===== config.mk =====
export PLATFORM = sky130hd
export DESIGN_NAME = sm_init_sequencer
export DESIGN_NICKNAME = d
export VERILOG_FILES = /design/src/rtl/sm_init_sequencer.sv
export SDC_FILE = /design/constraint.sdc
export NUM_CORES = 1
export LEC_CHECK = 0
export CORE_ASPECT_RATIO = 2
export CORE_MARGIN = 5
export CORE_UTILIZATION = 52
export CTS_BUF_LIST = sky130_fd_sc_hd__clkbuf_4 sky130_fd_sc_hd__clkbuf_8
export CTS_CLUSTER_SIZE = 16
export DETAILED_ROUTE_END_ITERATION = 6
export HOLD_SLACK_MARGIN = 0.05
export PLACE_DENSITY = 0.83
export SYNTH_ARGS = -nofsm -noshare
export SYNTH_HDL_FRONTEND = slang
export SYNTH_SLANG_ARGS = --single-unit

===== constraint.sdc =====
create_clock -name clk -period 3.4 [get_ports clk]
set_clock_uncertainty 0.15 [all_clocks]
set_input_delay 0.34 -clock clk [delete_from_list [all_inputs] [get_ports clk]]
set_output_delay 0.34 -clock clk [all_outputs]
set_load 0.03 [all_outputs]

===== src/rtl/sm_init_sequencer.sv =====
// Start-up sequencer for the Sherman-Morrison detector: loads the signature RAM, fills the
// inverse-correlation RAM with beta*I, then enables the core for one frame.
// Optional build macro SM_SEQ_SKIP_SIG_EN adds skip_sig to reuse the previous signature.
module sm_init_sequencer #(
    parameter int unsigned NUM_BANDS              = 126,
    parameter int unsigned PIXEL_DATA_WIDTH       = 16,
    parameter int unsigned CORRELATION_DATA_WIDTH = 48,
    parameter int unsigned MAT_ADDR_WIDTH         = $clog2(NUM_BANDS * NUM_BANDS),
    parameter int unsigned SIG_ADDR_WIDTH         = $clog2(NUM_BANDS)
) (
    input  logic                              clk,
    input  logic                              reset,
    input  logic                              start,
`ifdef SM_SEQ_SKIP_SIG_EN
    input  logic                              skip_sig,
`endif
    input  logic [CORRELATION_DATA_WIDTH-1:0] cfg_beta,
    input  logic [31:0]                       cfg_num_pixels,
    input  logic [PIXEL_DATA_WIDTH-1:0]       sig_tdata,
    input  logic                              sig_tvalid,
    output logic                              sig_tready,
    output logic                              sig_wr_en,
    output logic [SIG_ADDR_WIDTH-1:0]         sig_wr_addr,
    output logic [PIXEL_DATA_WIDTH-1:0]       sig_wr_data,
    output logic                              mat_wr_en,
    input  logic                              mat_wr_ready,
    output logic [MAT_ADDR_WIDTH-1:0]         mat_wr_addr,
    output logic [CORRELATION_DATA_WIDTH-1:0] mat_wr_data,
    output logic                              core_enable,
    input  logic                              pix_done,
    output logic                              busy,
    output logic                              done
);

    typedef enum logic [2:0] {
        StIdle,
        StLoadSig,
        StInitMat,
        StRun,
        StDone
    } state_e;

    localparam logic [SIG_ADDR_WIDTH-1:0] SigLast = SIG_ADDR_WIDTH'(NUM_BANDS - 1);
    localparam logic [MAT_ADDR_WIDTH-1:0] MatLast = MAT_ADDR_WIDTH'(NUM_BANDS * NUM_BANDS - 1);

    state_e                            state_q, state_d;
    logic [SIG_ADDR_WIDTH-1:0]         sig_cnt_q, sig_cnt_d;
    logic [SIG_ADDR_WIDTH-1:0]         row_q, row_d;
    logic [SIG_ADDR_WIDTH-1:0]         col_q, col_d;
    logic [MAT_ADDR_WIDTH-1:0]         mat_addr_q, mat_addr_d;
    logic [31:0]                       pix_cnt_q, pix_cnt_d;
    logic [CORRELATION_DATA_WIDTH-1:0] beta_q, beta_d;
    logic [31:0]                       num_pix_q, num_pix_d;
    logic                              core_enable_q;
    logic                              skip_load;

`ifdef SM_SEQ_SKIP_SIG_EN
    assign skip_load = skip_sig;
`else
    assign skip_load = 1'b0;
`endif

    always_comb begin
        state_d     = state_q;
        sig_cnt_d   = sig_cnt_q;
        row_d       = row_q;
        col_d       = col_q;
        mat_addr_d  = mat_addr_q;
        pix_cnt_d   = pix_cnt_q;
        beta_d      = beta_q;
        num_pix_d   = num_pix_q;
        sig_tready  = 1'b0;
        sig_wr_en   = 1'b0;
        sig_wr_addr = '0;
        sig_wr_data = '0;
        mat_wr_en   = 1'b0;
        mat_wr_addr = '0;
        mat_wr_data = '0;

        unique case (state_q)
            StIdle, StDone: begin
                if (start) begin
                    beta_d     = cfg_beta;
                    num_pix_d  = cfg_num_pixels;
                    sig_cnt_d  = '0;
                    row_d      = '0;
                    col_d      = '0;
                    mat_addr_d = '0;
                    pix_cnt_d  = '0;
                    state_d    = skip_load ? StInitMat : StLoadSig;
                end
            end
            StLoadSig: begin
                sig_tready = 1'b1;
                if (sig_tvalid) begin
                    sig_wr_en   = 1'b1;
                    sig_wr_addr = sig_cnt_q;
                    sig_wr_data = sig_tdata;
                    if (sig_cnt_q == SigLast) begin
                        state_d = StInitMat;
                    end else begin
                        sig_cnt_d = sig_cnt_q + SIG_ADDR_WIDTH'(1);
                    end
                end
            end
            StInitMat: begin
                // Row/col track the linear address so the diagonal test needs no multiplier.
                mat_wr_en   = 1'b1;
                mat_wr_addr = mat_addr_q;
                mat_wr_data = (row_q == col_q) ? beta_q : '0;
                if (mat_wr_ready) begin
                    if (mat_addr_q == MatLast) begin
                        state_d = StRun;
                    end else begin
                        mat_addr_d = mat_addr_q + MAT_ADDR_WIDTH'(1);
                        if (col_q == SigLast) begin
                            col_d = '0;
                            row_d = row_q + SIG_ADDR_WIDTH'(1);
                        end else begin
                            col_d = col_q + SIG_ADDR_WIDTH'(1);
                        end
                    end
                end
            end
            StRun: begin
                if (pix_done) begin
                    pix_cnt_d = pix_cnt_q + 32'd1;
                end
                // Leave as soon as the final pulse lands; a zero-length frame leaves at once.
                if ((pix_cnt_q == num_pix_q) || (pix_done && (pix_cnt_d == num_pix_q))) begin
                    state_d = StDone;
                end
            end
            default: state_d = StIdle;
        endcase
    end

    always_ff @(posedge clk) begin
        if (reset) begin
            state_q       <= StIdle;
            sig_cnt_q     <= '0;
            row_q         <= '0;
            col_q         <= '0;
            mat_addr_q    <= '0;
            pix_cnt_q     <= '0;
            beta_q        <= '0;
            num_pix_q     <= '0;
            core_enable_q <= 1'b0;
        end else begin
            state_q       <= state_d;
            sig_cnt_q     <= sig_cnt_d;
            row_q         <= row_d;
            col_q         <= col_d;
            mat_addr_q    <= mat_addr_d;
            pix_cnt_q     <= pix_cnt_d;
            beta_q        <= beta_d;
            num_pix_q     <= num_pix_d;
            core_enable_q <= (state_d == StRun);
        end
    end

    assign core_enable = core_enable_q;
    assign busy        = (state_q == StLoadSig) || (state_q == StInitMat) || (state_q == StRun);
    assign done        = (state_q == StDone);

endmodule


==> flow_summary.ini, run 1 <==
[status]
status = completed

[power]
power.density_nw_per_um2 = 366.0
power.ir.vdd_worst_mv = 0.4697
power.static_leakage_nw = 4.011

[clocking]
cts.repair_timing.setup_buffer_count = 0
insertion_delay_ns = 0.46
root_buffer = sky130_fd_sc_hd__clkbuf_8
cts_hold_buffers = 0
post_cts_resized = 0
clk_path_buf_depth = 2
clk_pin_slew_ns = 0.08
cts_inserted_buffers = 17
cts_max_level = 4
tritoncts = done
cts_num_sinks = 151

[setup_path]
path_class = flop to primary output
critical_path.max_fanout = 25
worstSetupEndpointType = primary output
worstSetupStartpointType = flop
regToRegSetupSlack_ns = 0.38
crit_arrival_ns = 2.65
worst_ep_required_time_ns = 2.91

[sta]
timing.setup.tns_ns = 0
grt_setup_unrepaired = false
maxSlewHeadroom_pct = 39.75
min_period_over_period_pct = 92.27
maxSlewViolCount = 0
max_slew.worst_pin.slew_ns = 0.9037
maximum_clock_frequency_mhz = 318.8
period_needed_ns = 3.137
final-setup-viol-count = 0
finalHoldViolations = 0

[floorplan]
effective_utilization_at_floorplan_pct = 53.12
die-width_um = 97.23
io_pins = 193
dieArea_um2 = 17940
row_count = 63
die_h_um = 184.5
design.core.area_um2 = 14900

[synthesis]
synth.largest_area_cell = sky130_fd_sc_hd__dfxtp_1
synth-main-ff-cell = sky130_fd_sc_hd__dfxtp_1
yosys_register_bits = 151
synth.yosys.warnings = 0
syn-instance-count = 1026
netlist-cell-type-count = 62
synthesized_cell_area_um2 = 7914
synth_area_leaders = sky130_fd_sc_hd__dfxtp_1 38%, sky130_fd_sc_hd__nand2_1 9.6%, sky130_fd_sc_hd__a21oi_1 7.5%
synth-async-reset-ratio_pct = 0
syn_avg_cell_area_um2 = 7.713
mapped_nets = 1135
synth.top_cell.area_share_pct = 38.20
number_of_flops_mapped_to_enable_cells_by_yosys = 0
synth_seq_area_share_pct = 38.20

[route]
postRouteWirelength_um = 22610
drt_pass1_iterations = 5
drc = 0
vias_per_cell = 5.505
num_vias = 7723
detail-route-antenna-nets = 0
detailedRoute.firstIterationViolations = 412
detail_route.wl_per_cell_um = 16.11

[place]
gpl_wtd_cong = 1.022
dpl.cell_count = 1372
placedInstanceArea_um2 = 9906
port_buffers = 192
post-dp-hpwl_um = 16750

[global_routing]
first_pass_grt_wire_length_um = 36050
global_route_total_usage_across_every_layer_pct = 24.60
antenna_found_initial = 0
number_of_global_route_vias_before_repair = 7492
grt_max_degree = 87
overflow = 0

[cells_and_area]
antenna_cells_inserted = 0
final_nets = 1305
layoutNonFillerInstCount = 1403
post-route-util_pct = 69.25
final_layout_size_suffix_gt1_share_pct = 11.51
area.growth.synth_to_final_pct = 30.36
layout.cell_area.non_filler_um2 = 10320

[flow_run]
drv_cap = 0

[worst_hold_path]
hold_path.class = input port to flop
==> per-layer routing <==
metal	vias up	track usage, %	part of all wire [%]
li1	3855	-	-
met1	3545	24.31	36
met2	262	48.12	55
met3	61	3.902	4.6
met4	0	13.42	4.6
met5	-	0	0
==> worst max-delay path: stages (launching register included) <==
cell and delay, ns:
sky130_fd_sc_hd__dfxtp_1 0.48, sky130_fd_sc_hd__or3b_2 0.54, sky130_fd_sc_hd__clkinvlp_4 0.26, sky130_fd_sc_hd__and2_1 0.22
sky130_fd_sc_hd__clkdlybuf4s50_1 0.69
==> layout by cell type, fill, tap and decap left out, types with 4 or more instances in the layout <==
master and instances:
sky130_fd_sc_hd__nor4_1 12, sky130_fd_sc_hd__and4_1 10, sky130_fd_sc_hd__and3_1 34, sky130_fd_sc_hd__dfxtp_1 151, sky130_fd_sc_hd__clkdlybuf4s50_1 143, sky130_fd_sc_hd__buf_4 76, sky130_fd_sc_hd__inv_1 12, sky130_fd_sc_hd__o21ai_1 4
sky130_fd_sc_hd__nand4_1 28, sky130_fd_sc_hd__or4_1 8, sky130_fd_sc_hd__a211oi_1 5, sky130_fd_sc_hd__o21a_1 4, sky130_fd_sc_hd__nand2_1 201, sky130_fd_sc_hd__o211ai_1 9, sky130_fd_sc_hd__or3_1 17, sky130_fd_sc_hd__mux2_2 5
sky130_fd_sc_hd__and2_1 68, sky130_fd_sc_hd__a31oi_1 5, sky130_fd_sc_hd__xnor2_1 35, sky130_fd_sc_hd__nand3_1 37, sky130_fd_sc_hd__nor2_1 61, sky130_fd_sc_hd__ha_1 7, sky130_fd_sc_hd__o21ai_0 5, sky130_fd_sc_hd__nor3_1 12
sky130_fd_sc_hd__xor2_1 45, sky130_fd_sc_hd__clkbuf_8 17, sky130_fd_sc_hd__a21oi_1 119, sky130_fd_sc_hd__or2_2 10, sky130_fd_sc_hd__nor2b_1 4
==> sequential cells by signal, summed over array words and instances, names as in the netlist <==
register	cells
beta_q	48
num_pix_q	32
pix_cnt_q	32
mat_addr_q	14
col_q	7
row_q	7
sig_cnt_q	7
state_q	3
core_enable	1
==> synth_stat cells (13+ instances only) <==
cell type,n
sky130_fd_sc_hd__nor2_1,61
sky130_fd_sc_hd__nor3_1,13
sky130_fd_sc_hd__and2_1,68
sky130_fd_sc_hd__nand3_1,37
sky130_fd_sc_hd__and3_1,34
sky130_fd_sc_hd__nand4_1,28
sky130_fd_sc_hd__clkbuf_1,54
sky130_fd_sc_hd__dfxtp_1,151
sky130_fd_sc_hd__or3_1,17
sky130_fd_sc_hd__a21oi_1,119
sky130_fd_sc_hd__nand2_1,202
sky130_fd_sc_hd__inv_1,13
sky130_fd_sc_hd__xor2_1,45
sky130_fd_sc_hd__xnor2_1,35
==> final cells by class <==
class / count / area [µm²]
Clock buffer: 20 / 256.5
Clock inverter: 11 / 150.1
Fill cell: 1261 / 4582
Inverter: 13 / 52.55
Multi-Input combinational cell: 794 / 4588
Sequential cell: 151 / 3023
Tap cell: 195 / 244.0
Timing Repair Buffer: 219 / 2002
==> kinds of logic (layout without fill, tap and decap cells) <==
family	after synthesis	in the layout	synth area share, %
flops	151	151	38.20
fa+ha+maj	7	7	1.107
buf+inv	81	263	4.047
xor+xnor	80	80	8.854
compound gates	165	165	11.62
mux	8	8	1.091
simple gates	534	534	35.08
==> metrics by stage <==
stage	power (mW)	worst slack (ns)	hold slack (ns)
final	3.775	0.2628	0.2718
after global placement	2.384	0.1924	0.2870
after global routing	3.934	0.1300	0.2573
after detailed placement	2.391	0.1514	0.2918
after floorplan	2.175	0.4235	0.2817
after CTS	3.812	0.09799	0.2526
==> report_power, final <==
group	switching [mW]	leakage (nW)	total, mW	internal (mW)
clock	0.676	0.203	1.42	0.748
combinational	0.260	2.58	0.483	0.223
sequential	0.0382	1.23	1.87	1.83
==> worst paths after layout <==
path	from	endpoint	cells past startpoint
max	state_q[0]$_SDFF_PP0_	sig_wr_en	4
min	cfg_beta[16]	beta_q[16]$_SDFFE_PP0P_	3
max reg2reg	pix_cnt_q[0]$_SDFFE_PP0P_	state_q[0]$_SDFF_PP0_	8
min reg2reg	beta_q[11]$_SDFFE_PP0P_	beta_q[11]$_SDFFE_PP0P_	2
Note: power is estimated with default switching activity, not from simulation.
==> run 2: changes to the inputs <==
- CTS_CLUSTER_DIAMETER: default -> 50
==> results of run 2 <==
The final DEF is identical to that of run 1; final timing and power are the same.
==> run 3: changes to the inputs <==
- SKIP_LAST_GASP: default -> 1
==> results of run 3 <==
The final DEF is identical to that of run 1; final timing and power are the same.
==> edit: new RTL, config.mk and constraints of run 1 <==
`PIXEL_DATA_WIDTH`: 16 -> 20.
--- a/src/rtl/sm_init_sequencer.sv
+++ b/src/rtl/sm_init_sequencer.sv
@@ -5,3 +5,3 @@
     parameter int unsigned NUM_BANDS              = 126,
-    parameter int unsigned PIXEL_DATA_WIDTH       = 16,
+    parameter int unsigned PIXEL_DATA_WIDTH       = 20,
     parameter int unsigned CORRELATION_DATA_WIDTH = 48,
Interface: changed (resized sig_tdata and sig_wr_data); port bits go from 193 to 201. No check against the original RTL was run, so the function may have changed too.
==> edit against run 1 <==
- design area rose by 1.3%
- setup slack got worse by 100 ps
- synthesized cell count rose by 1.7%
- area after synthesis rose by 1.3%
- hold slack got worse by 5.3 ps
- core utilization fell by 0.54 points
- wire length rose by 4.2%
- sequential cell count did not move
- combinational power rose by 3%
- power fell by 1.3%
- non-clock buffer count rose by 6
- global-route usage rose by 1.2 points
- maximum frequency fell by 3.1%
- largest cell class unchanged
==> edit: results (changes against run 1) <==
* Mapped Nets at 1,156 (+1.9%)
* Least-Margin Pin Slew at 870.3 ps (-33.42 ps)
* Met3 Wirelength at 1396 microns (+34%)
* DR vias/cell at 5.599 (+1.7%)
* Dpl cells at 1,394 (+1.6%)
* Seq/Total Area, Yosys at 37.70% (-0.49 points)
* Run status: finished, final reports clean
* Critical-path top delay cell: clkdlybuf4s50_1
* Initial antenna violation count at 0 (unchanged)
* Synth area leader: dfxtp_1
* Drt wl/cell at 16.51 microns (+2.5%)
* Min-Delay Path Class: input pin to flop
* Total track usage at 25.76% (+1.2 points)
* DR pass1 iterations at 6 (+1)
* Top flop regs: beta_q x48, num_pix_q x32, pix_cnt_q x32
* CP max FO at 23 (-8.0%)
* Detailed Route WL at 23,550 microns (+4.2%)
* Met1 GRT Util at 25.25% (+0.94 points)
* Most common cell in the netlist: nand2_1
* Total CTS buffers at 17 (unchanged)
* Sw Share at 28.02% (+2.2 points)
* Clk_lat worst skew at 460 ps (about the same)
* Top cells by area, synth: dfxtp_1 38%, nand2_1 9.7%, a21oi_1 7.6%
* Vias in the first global route at 7,750 (+3.4%)
* Setup Buffers After CTS at 0 (unchanged)
* Most instantiated cells after synthesis: 208 x nand2_1, 151 x dfxtp_1, 122 x a21oi_1
* Routability-driven placement congestion ratio at 1.021 (-0.11%)
* Clock-pin slew on the worst setup and hold paths at 90 ps
* Ys async rst share at 0% (unchanged)
* Final net count at 1,328 (+1.8%)
* Placed cell areas at 10,070 sq um (+1.6%)
* Mapped Avg Cell Area at 7.687 sq um (-0.34%)
* Leak at 4.032 nW (+0.52%)
* Largest net degree at the start of global routing at 79 (-9.2%)
* H-Tree Level Count at 4 (unchanged)
* First-pass GRT wire length at 37,830 microns (+4.9%)
* Tot Pwr at 3.725 mW (-1.3%)
* Top routing layer used: met4
* Clock root buffer master: clkbuf_8
* Port-buffer cells at 200 (+4.2%)
* Worst EP arrival at 2750 ps (+100 ps)
* YS warnings at 0 (unchanged)
* Share of layout cells above drive strength 1 at 9.283% (-2.2 points)
* Antenna diode count at 0 (unchanged)
* Number of distinct library cells after synthesis at 56 (-9.7%)
* Drt initial violations at 301 (-27%)
* CTS Buffer Depth at 2 (unchanged)
* Met2 usage at 48.03% (-0.083 points)
* Met1 wire length at 8284 microns (+2.1%)
* Crit-path max cell delay at 680 ps
* Post-CTS sizing at 0 (unchanged)
* Wire length on met2 at 12,490 microns (+0.65%)
* DP Wirelength at 17,640 microns (+5.3%)
* VDD IR-drop max at 0.4075 mV (-13%)
* Routing usage on met3 at 5.776% (+1.9 points)
* Place WS at 447.5 ps (+296.1 ps)
## edit: cell count changes after synthesis, sizes merged, moves of 4 or more
cell / run 1 / this run
inv: 13 / 9
o21ai: 9 / 13
nor2: 61 / 70
nand2: 202 / 208
or4: 8 / 3
nor4: 15 / 20
clkbuf: 55 / 47
a211oi: 5 / 1
buf: 13 / 25
and3: 34 / 40
## edit: area by class of cell
| class | instances | area (sq um) |
|---|---|---|
| Clock buffer | 18 | 247.7 |
| Clock inverter | 14 | 140.1 |
| Fill cell | 1304 | 4761 |
| Inverter | 9 | 33.78 |
| Multi-Input combinational cell | 811 | 4644 |
| Sequential cell | 151 | 3023 |
| Tap cell | 198 | 247.7 |
| Timing Repair Buffer | 225 | 2117 |
## edit: cells by family (layout without fill, tap and decap cells)
family / after synthesis / in the layout / synth area share (%)
muxes: 4 / 4 / 0.5306
AOI/OAI and AO/OA: 169 / 169 / 11.91
and+or+nand+nor: 551 / 551 / 35.38
buffers and inverters: 81 / 266 / 4.650
xor gates and xnor gates: 80 / 80 / 8.739
adders and majority gates: 7 / 7 / 1.092
DFF: 151 / 151 / 37.70
## edit: final timing paths
check	slack [ps]	cells past startpoint	end	from
setup / recovery	160	6	mat_wr_data[36]	state_q[1]
setup reg to reg	540	9	state_q[1]	pix_cnt_q[0]
hold reg to reg	300	2	beta_q[17]	beta_q[17]
hold / removal	270	2	pix_cnt_q[18]	reset
## edit: critical path, delay by kind of cell (launching register included)
| family | cells | cell delay (ps) |
|---|---|---|
| simple gates | 4 | 810 |
| buf+inv | 2 | 950 |
| flops | 1 | 510 |
## edit: power groups by stage
stage	clock (mW)	combinational, mW	sequential, mW
finish	1.35	0.499	1.87
global route	1.46	0.548	1.88
CTS	1.39	0.501	1.87
detailed placement	0	0.498	1.91
global placement	0	0.494	1.91
floorplan	0	0.281	1.90
